<file path="src/rtl/dma_cmd_dispatcher.sv">
// ---------------------------------------------------------------------------
// dma_cmd_dispatcher
//
// Buffers command words in a small FIFO and dispatches them one at a time.
// A command is either a processor instruction (forwarded as a one-cycle
// pulse) or a DMA transfer.  For a transfer the block requests the bus from
// the processor with HOLD/HLDA, launches the addressed channel once granted,
// waits for that channel's done pulse and then releases the bus.
//
// Ports:
//   clock, reset        rising-edge clock, synchronous active-high reset
//   cmd_valid/ready     command push handshake; ready means FIFO not full
//   cmd_data            {mode, chan, src, dst, len}, MSB first
//   hold / hlda         bus request to / grant from the processor
//   proc_instr_valid    one-cycle pulse, proc_instr holds the stripped word
//   ch_start            one-hot channel start pulse
//   ch_src/dst/len      transfer descriptor shared by all channels
//   ch_done             per-channel completion pulse
//   busy                FSM active or FIFO not empty
//   err                 one-cycle pulse on a rejected command or HOLD timeout
//   xfer_count          completed DMA transfers (wrapping)
// ---------------------------------------------------------------------------
module dma_cmd_dispatcher #(
    parameter int AW           = 8,
    parameter int LW           = 8,
    parameter int NCH          = 2,
    parameter int DEPTH        = 4,
    parameter int HOLD_TIMEOUT = 64,
    localparam int CHW         = (NCH > 1) ? $clog2(NCH) : 1,
    localparam int CW          = 1 + CHW + 2 * AW + LW
) (
    input  logic            clock,
    input  logic            reset,
    input  logic            cmd_valid,
    output logic            cmd_ready,
    input  logic [CW-1:0]   cmd_data,
    output logic            hold,
    input  logic            hlda,
    output logic            proc_instr_valid,
    output logic [CW-2:0]   proc_instr,
    output logic [NCH-1:0]  ch_start,
    output logic [AW-1:0]   ch_src,
    output logic [AW-1:0]   ch_dst,
    output logic [LW-1:0]   ch_len,
    input  logic [NCH-1:0]  ch_done,
    output logic            busy,
    output logic            err,
    output logic [15:0]     xfer_count
);

    localparam int PW   = $clog2(DEPTH);
    localparam int CNTW = PW + 1;
    localparam int TW   = (HOLD_TIMEOUT > 1) ? $clog2(HOLD_TIMEOUT) : 1;

    typedef enum logic [2:0] {
        S_IDLE  = 3'd0,
        S_REQ   = 3'd1,
        S_START = 3'd2,
        S_XFER  = 3'd3,
        S_REL   = 3'd4
    } state_t;

    // FIFO storage and bookkeeping
    logic [CW-1:0]   mem_q [DEPTH];
    logic [PW-1:0]   wr_ptr_q;
    logic [PW-1:0]   rd_ptr_q;
    logic [CNTW-1:0] count_q;
    logic [CNTW-1:0] count_d;

    // FSM and registered outputs
    state_t          state_q;
    logic [TW-1:0]   timer_q;
    logic [CHW-1:0]  chan_q;
    logic            hold_q;
    logic            proc_instr_valid_q;
    logic [CW-2:0]   proc_instr_q;
    logic [NCH-1:0]  ch_start_q;
    logic [AW-1:0]   ch_src_q;
    logic [AW-1:0]   ch_dst_q;
    logic [LW-1:0]   ch_len_q;
    logic            err_q;
    logic [15:0]     xfer_count_q;

    // Head-of-FIFO decode
    logic            push_s;
    logic            pop_s;
    logic [CW-1:0]   head_s;
    logic            head_mode_s;
    logic [CHW-1:0]  head_chan_s;
    logic [AW-1:0]   head_src_s;
    logic [AW-1:0]   head_dst_s;
    logic [LW-1:0]   head_len_s;

    // Push/pop qualification and FIFO count next state
    always_comb begin
        push_s  = cmd_valid && (count_q != CNTW'(DEPTH));
        // Only IDLE consumes commands, so at most one pop per cycle.
        pop_s   = (state_q == S_IDLE) && (count_q != CNTW'(0));
        count_d = count_q;
        case ({push_s, pop_s})
            2'b10:   count_d = count_q + CNTW'(1);
            2'b01:   count_d = count_q - CNTW'(1);
            default: count_d = count_q;
        endcase
    end

    // Field extraction from the word at the FIFO head
    always_comb begin
        head_s      = mem_q[rd_ptr_q];
        head_mode_s = head_s[CW-1];
        head_chan_s = head_s[CW-2 -: CHW];
        head_src_s  = head_s[2*AW+LW-1 -: AW];
        head_dst_s  = head_s[AW+LW-1 -: AW];
        head_len_s  = head_s[LW-1:0];
    end

    // FIFO storage write; contents are don't-care until pushed
    always_ff @(posedge clock) begin
        if (push_s) begin
            mem_q[wr_ptr_q] <= cmd_data;
        end
    end

    // FIFO pointers and occupancy; pointers wrap naturally at DEPTH
    always_ff @(posedge clock) begin
        if (reset) begin
            wr_ptr_q <= '0;
            rd_ptr_q <= '0;
            count_q  <= '0;
        end else begin
            if (push_s) begin
                wr_ptr_q <= wr_ptr_q + PW'(1);
            end
            if (pop_s) begin
                rd_ptr_q <= rd_ptr_q + PW'(1);
            end
            count_q <= count_d;
        end
    end

    // Dispatch FSM with registered outputs
    always_ff @(posedge clock) begin
        if (reset) begin
            state_q            <= S_IDLE;
            timer_q            <= '0;
            chan_q             <= '0;
            hold_q             <= 1'b0;
            proc_instr_valid_q <= 1'b0;
            proc_instr_q       <= '0;
            ch_start_q         <= '0;
            ch_src_q           <= '0;
            ch_dst_q           <= '0;
            ch_len_q           <= '0;
            err_q              <= 1'b0;
            xfer_count_q       <= '0;
        end else begin
            // Pulse outputs default low each cycle
            proc_instr_valid_q <= 1'b0;
            err_q              <= 1'b0;
            ch_start_q         <= '0;
            case (state_q)
                S_IDLE: begin
                    if (pop_s) begin
                        if (!head_mode_s) begin
                            proc_instr_q       <= head_s[CW-2:0];
                            proc_instr_valid_q <= 1'b1;
                        end else if ((head_len_s == LW'(0)) || (int'(head_chan_s) >= NCH)) begin
                            err_q <= 1'b1;
                        end else begin
                            chan_q   <= head_chan_s;
                            ch_src_q <= head_src_s;
                            ch_dst_q <= head_dst_s;
                            ch_len_q <= head_len_s;
                            hold_q   <= 1'b1;
                            timer_q  <= '0;
                            state_q  <= S_REQ;
                        end
                    end
                end
                S_REQ: begin
                    if (hlda) begin
                        state_q <= S_START;
                    end else if (timer_q == TW'(HOLD_TIMEOUT - 1)) begin
                        // This is the HOLD_TIMEOUT-th cycle without a grant
                        hold_q  <= 1'b0;
                        err_q   <= 1'b1;
                        state_q <= S_IDLE;
                    end else begin
                        timer_q <= timer_q + TW'(1);
                    end
                end
                S_START: begin
                    ch_start_q <= NCH'(1) << chan_q;
                    state_q    <= S_XFER;
                end
                S_XFER: begin
                    // A done coincident with the start pulse is not ours yet
                    if ((ch_start_q == '0) && ch_done[chan_q]) begin
                        xfer_count_q <= xfer_count_q + 16'd1;
                        hold_q       <= 1'b0;
                        state_q      <= S_REL;
                    end
                end
                S_REL: begin
                    if (!hlda) begin
                        state_q <= S_IDLE;
                    end
                end
                default: begin
                    hold_q  <= 1'b0;
                    state_q <= S_IDLE;
                end
            endcase
        end
    end

    assign cmd_ready        = (count_q != CNTW'(DEPTH));
    assign busy             = (state_q != S_IDLE) || (count_q != CNTW'(0));
    assign hold             = hold_q;
    assign proc_instr_valid = proc_instr_valid_q;
    assign proc_instr       = proc_instr_q;
    assign ch_start         = ch_start_q;
    assign ch_src           = ch_src_q;
    assign ch_dst           = ch_dst_q;
    assign ch_len           = ch_len_q;
    assign err              = err_q;
    assign xfer_count       = xfer_count_q;

endmodule
</file>
<file path="config.mk">
export PLATFORM = sky130hd
export DESIGN_NAME = dma_cmd_dispatcher
export DESIGN_NICKNAME = d
export VERILOG_FILES = /design/src/rtl/dma_cmd_dispatcher.sv
export SDC_FILE = /design/constraint.sdc
export NUM_CORES = 1
export LEC_CHECK = 0
export CAP_MARGIN = 40
export CORE_ASPECT_RATIO = 0.5
export CORE_MARGIN = 4
export CORE_UTILIZATION = 57
export CTS_BUF_LIST = sky130_fd_sc_hd__clkbuf_8
export DETAILED_ROUTE_END_ITERATION = 16
export MAX_ROUTING_LAYER = met4
export PLACE_DENSITY = 0.82
export SLEW_MARGIN = 20
export SYNTH_ARGS = -nofsm -noshare
export SYNTH_HDL_FRONTEND = slang
export SYNTH_SLANG_ARGS = --single-unit
</file>
<file path="constraint.sdc">
create_clock -name clock -period 2.9 [get_ports clock]
set_clock_uncertainty 0.2 [all_clocks]
set_input_delay 0.29 -clock clock [delete_from_list [all_inputs] [get_ports clock]]
set_output_delay 0.29 -clock clock [all_outputs]
set_load 0.01 [all_outputs]
</file>
# Yosys cells after proc, flatten, opt, wreduce, memory -nomap -nowiden

Memories as Yosys holds them, arrays and structs flattened. A register that Yosys moved wholly into a read port is not among the register bits.
Cells that the tools add are included.

$add $sub $neg: 6
Order comparisons: 1
Eq/ne operators: 17
Shifts and indexed selects: 1
Multiplexer cells: 35
Bitwise logic cells: 6
Reductions and logical operators: 20

Operators by type and width:

| kind                  | count |
|---|---|
| $mux 6                | 5 |
| $mux 3                | 7 |
| $add 16x1->16 const B | 1 |
| $mux 1                | 16 |
| $ne 2x2->1 const B    | 8 |
| $pmux 3 s5            | 1 |
| $pmux 6 s2            | 1 |
| $reduce_and 6->1      | 2 |
| $logic_not 8->1       | 1 |
| $reduce_and 7->1      | 1 |
| $add 6x1->6 const B   | 1 |
| $eq 3x2->1 const B    | 2 |
| $eq 6x6->1 const B    | 1 |
| $ne 3x3->1 const B    | 2 |
| $not 1->1             | 6 |
| $pmux 3 s2            | 1 |
| $reduce_bool 3->1     | 2 |
| $add 2x1->2 const B   | 2 |
| $mux 2                | 2 |
| $pmux 1 s4            | 1 |
| $reduce_and 4->1      | 1 |
| $reduce_bool 2->1     | 2 |
| $reduce_or 2->1       | 2 |
| $add 3x1->3 const B   | 1 |
| other kinds (15)      | 17 |

Register bits after elaboration: 87
Bits in writable memories: 104
Input bits: 32
Output and inout bits: 72
Word-level logic and storage cells: 102
Memories: 1

Memories:

| memory | depth | width | rd ports | clocked after memory_dff | wr ports | line | text |
|---|---|---|---|---|---|---|---|
| mem_q  | 4     | 26    | 1        | 1                        | 1        | 64   | `logic [CW-1:0] mem_q [DEPTH];` |

# Depth between registers and ports, before layout

Depth after elaboration: 5
Depth in mapped cells: 9
Depth with buffers taken out: 9

# Worst setup path before layout

Ideal clock, no wire load.

Path type: register -> register
Start: reg count_q[0]
End: reg count_q[2]
Library setup time: 70 ps
Arrival time: 2224 ps
Required time: 2630 ps
Setup slack: 406 ps
Stages on the path, launching flop included: 10
Path buffers: 0
Period minus slack after synthesis: 2494 ps
Path through: dfxtp_1 > or3b_1 > and2_1 > inv_1 > ha_1 > inv_1 > fa_1 > xor2_1 > or3_1 > a21oi_1

Cells in the longest elaborated chain, start to end: 4
Elaborated cells between the ends (all ways): 10
Classes of those cells: add/sub: 2; eq/ne: 3; mux: 1; reduce/logical: 4

RTL lines:

| item                                            | line | text |
|---|---|---|
| start: declaration                              | 67   | `logic [CNTW-1:0] count_q;` |
| start signal: assignment                        | 137  | `count_q <= count_d;` |
| $ne 3x3->1 *                                    | --   |  |
| via cmd_ready                                   | 35   | `output logic cmd_ready,` |
| $logic_and 1x1->1 *                             | 96   | `push_s = cmd_valid && (count_q != CNTW'(DEPTH));` |
| $eq 2x1->1 or $eq 2x2->1 (tied branches)        | 100  | `case ({push_s, pop_s})` |
| $pmux 3 s2 or $reduce_bool 2->1 (tied branches) | --   |  |

Mark *: on every way through the listed nets, which the timed path passes. The rest lies on a longest branch.
A chain may end at the register's enable or synchronous reset.

# Worst setup path in the final report

Start: reg state_q[1]
End: reg count_q[2]

Cells in the longest elaborated chain, start to end: 4
Elaborated cells between the ends (all ways): 6
Classes of those cells: eq/ne: 2; mux: 1; reduce/logical: 3

RTL lines:

| item                                            | line | text |
|---|---|---|
| start: declaration                              | 71   | `state_t state_q;` |
| start signal: assignment                        | 144  | `state_q <= S_IDLE;` |
| start signal: assignment                        | 176  | `state_q <= S_REQ;` |
| start signal: assignment                        | 182  | `state_q <= S_START;` |
| $logic_not 3->1 *                               | 98   | `pop_s = (state_q == S_IDLE) && (count_q != CNTW'(0));` |
| $logic_and 1x1->1 *                             | 98   |  |
| via pop_s                                       | 86   | `logic pop_s;` |
| $eq 2x1->1 or $eq 2x2->1 (tied branches)        | 100  |  |
| $pmux 3 s2 or $reduce_bool 2->1 (tied branches) | --   |  |

Marked as above.

==> flow_metrics.tcl <==
set metrics [dict create \
    synth_cells 594 \
    fmax_mhz 372 \
    die_w_um 174 \
    max_cap_violations 0 \
    portBuffers 103 \
    initial_core_util_pct 60.0 \
    drt-initial-drc-count 336 \
    vdd_ir_drop_max_v 0.000415 \
    insertion_delay_ns 0.47 \
    yosysMostFrequentCell "edfxtp_1" \
    holdCritPathClass "input port to flop" \
    max_slew_margin_pct 45.5 \
    critPathKind "flop to flop" \
    critPathSlowestCell "or3_1" \
    netlist_area_mm2 0.00781 \
    whs_ns 0.245 \
    synth_ff_type "edfxtp_1" \
    clk_pin_slew_ns 0.12 \
    cp.required_ns 3.11 \
    period_needed_ns 2.69 \
    cts_num_sinks 193 \
    io-pin-count 104 \
    drcViolationCount 0 \
    crit_top_cell "or3_1" \
    ant_nets 0 \
    dpl.hpwl_um 10200 \
    cts_made_buffers 17 \
    crit_path_end_kind "flop" \
    cpPeakStageDelay_ns 0.49 \
    crit_chain "or3_1 > nor2_1 > ha_1 > inv_1 > fa_1 > xor2_1 > or3_1 > a21oi_1" \
    worst_pin_slew_ns 0.818 \
    fin_nets 733 \
    status "finished, final reports clean" \
    h-tree-depth 4 \
    synth_seq_cells 193 \
    cts_tree "yes" \
    num_rows 29 \
    yosysTopAreaCellShare_pct 40.0 \
    ys_types 55 \
    cts_buffer_depth 2 \
    clock_tree.root_cell "clkbuf_8" \
    synth_edf_count 104 \
    async_flop_share_pct 0 \
    place_ws_ns 0.248 \
    finalSetupViolations 0 \
    yosys-top-cells-area "edfxtp_1 40%, dfxtp_1 23%, mux4_2 7.2%" \
    synth_warnings 0 \
    critPathLaunchType "flop" \
    drtPass1Iterations 7 \
    rsz0062_at_grt "false" \
    core_area_mm2 0.0130 \
    grt_pass1_wl_um 25100 \
    p_leak_uw 0.00320 \
    fin_cells 877 \
    antenna_found_initial 1 \
    slew_viol_final 0 \
    num_vias 4914 \
    timing_hold_violations_final 0 \
    drive_gt1_share_pct 12.5 \
    min_period_over_period_pct 92.6 \
    syn2layout_area_growth_pct 20.4 \
    route.detailed.vias_per_inst 5.60 \
    grt_max_degree 91 \
    postLayoutSetupSlackWorst_ns 0.213 \
    netlist_top_cells_count "104 x edfxtp_1, 89 x dfxtp_1, 60 x nand2_1" \
    post_drt_wl_per_cell_um 17.7 \
    synth.net_count 634 \
    powerDensity_mw_per_mm2 834 \
    die_h_um 90.8 \
    tns_ns 0 \
    crit_arrival_ns 2.89 \
    place.gp.congestion 0.785 \
    gr-usage-all-layers_pct 20.6 \
    cp_max_fo 14 \
    grt_pass1_vias 4866 \
    avgSynthCellArea_um2 13.2 \
    wirelength_um 15500 \
    grt-ovfl-total 0 \
    die_area_mm2 0.0158 \
    yosys.area.top_type "edfxtp_1" \
    ys_seq_area_share_pct 62.8 \
    dp_cells 843 \
]
[kinds of logic after synthesis]
logic type,share of synthesized area [%]
multiplexers,12.3
adder cells (fa/ha/maj),1.38
buffers and inverters,3.04
XOR/XNOR,0.785
flip-flops,62.8
AO/OA/AOI/OAI,4.80
AND/OR/NAND/NOR,14.9
[layer usage]
| layer | vias up | wire length [um] | GRT usage [%] |
|---|---|---|---|
| met2 | 154 | 7650 | 33.4 |
| met3 | 20 | 900 | 5.48 |
| met5 | - | 0 | - |
| li1 | 2366 | - | - |
| met1 | 2374 | 6750 | 26.2 |
| met4 | 0 | 204 | 4.94 |
[placed cells by master, fill, tap and decap left out, types with 3 or more instances in the layout]
cell,Yosys,routed
or3_1,7,7
ha_1,7,7
buf_4,0,11
nand2_1,60,60
o21ai_0,4,4
xnor2_1,3,3
edfxtp_1,104,104
mux2i_1,26,26
nand4_1,6,6
dfxtp_1,89,88
xor2_1,4,4
and4_1,3,3
or4_1,4,4
nor3_1,4,4
nor2b_1,10,10
o31ai_1,4,4
a31oi_1,4,4
nand3b_1,5,5
nor2_1,24,24
nand2b_1,50,50
inv_1,12,12
a21oi_1,37,37
inv_8,0,7
and3_1,5,5
mux4_2,25,25
inv_6,0,3
nor4_1,8,8
clkdlybuf4s50_1,0,102
nand3_1,13,13
clkbuf_8,0,17
mux2_2,10,10
[cell type report]
type                       instances  area (um^2)
antenna                            1         2.50
clock buffer                      17          234
clock inverter                    15          161
fill                             834         3620
inverter                          13         48.8
multi-input combinational        352         2680
sequential                       193         4910
tap                              170          213
timing repair buffer             116         1160
[flip-flops by register name, indices dropped and copies added (netlist names), 3 cells and up, named ones only]
register	count
ch_dst	8
ch_len	8
ch_src	8
count_q	3
mem_q	104
proc_instr	25
state_q	3
timer_q	6
xfer_count	16
[where the power goes]
group          internal [uW]  total (uW)  switching, uW  leakage, uW
clock                    656        1720           1060     0.000196
combinational           1220        2510           1290      0.00132
sequential              3340        3610            269      0.00168
total                   5220        7840           2620      0.00320
[critical path, delay by kind of cell (launching register included)]
kind | cells | cell delay, ns
XOR/XNOR | 1 | 0.16
buffers and inverters | 1 | 0.06
AND/OR/NAND/NOR | 3 | 1.03
adder cells (fa/ha/maj) | 2 | 0.60
flip-flops | 1 | 0.44
AO/OA/AOI/OAI | 1 | 0.14
[timing repair]
item / 4_1_cts / 5_1_grt
setup buffers: 0 / 0
resized for setup: 0 / 0
hold buffers: 1 / 0
hold endpoints to repair: 5 / 0
[stage by stage]
step | cell area [um^2] | total power, uW | util, %
2_1_floorplan | 7810 | 5200 | -
3_3_place_gp | 8970 | 6120 | 68.9
3_5_place_dp | 9000 | 6200 | 69.1
4_1_cts | 9400 | 7910 | 72.2
5_1_grt | 9400 | 8280 | 72.2
6_report | 9400 | 7840 | 72.2
[worst paths after layout]
kind	start	to	slack, ns	depth (start not counted)
worst max-delay path	state_q[1]	count_q[2]	0.21	8
worst min-delay path	cmd_data[19]	mem_q[1][19]	0.25	1
worst max register to register	state_q[1]	count_q[2]	0.21	8
worst min register to register	proc_instr[3]	proc_instr[3]	0.26	2
(Power assumes the default switching activity.)
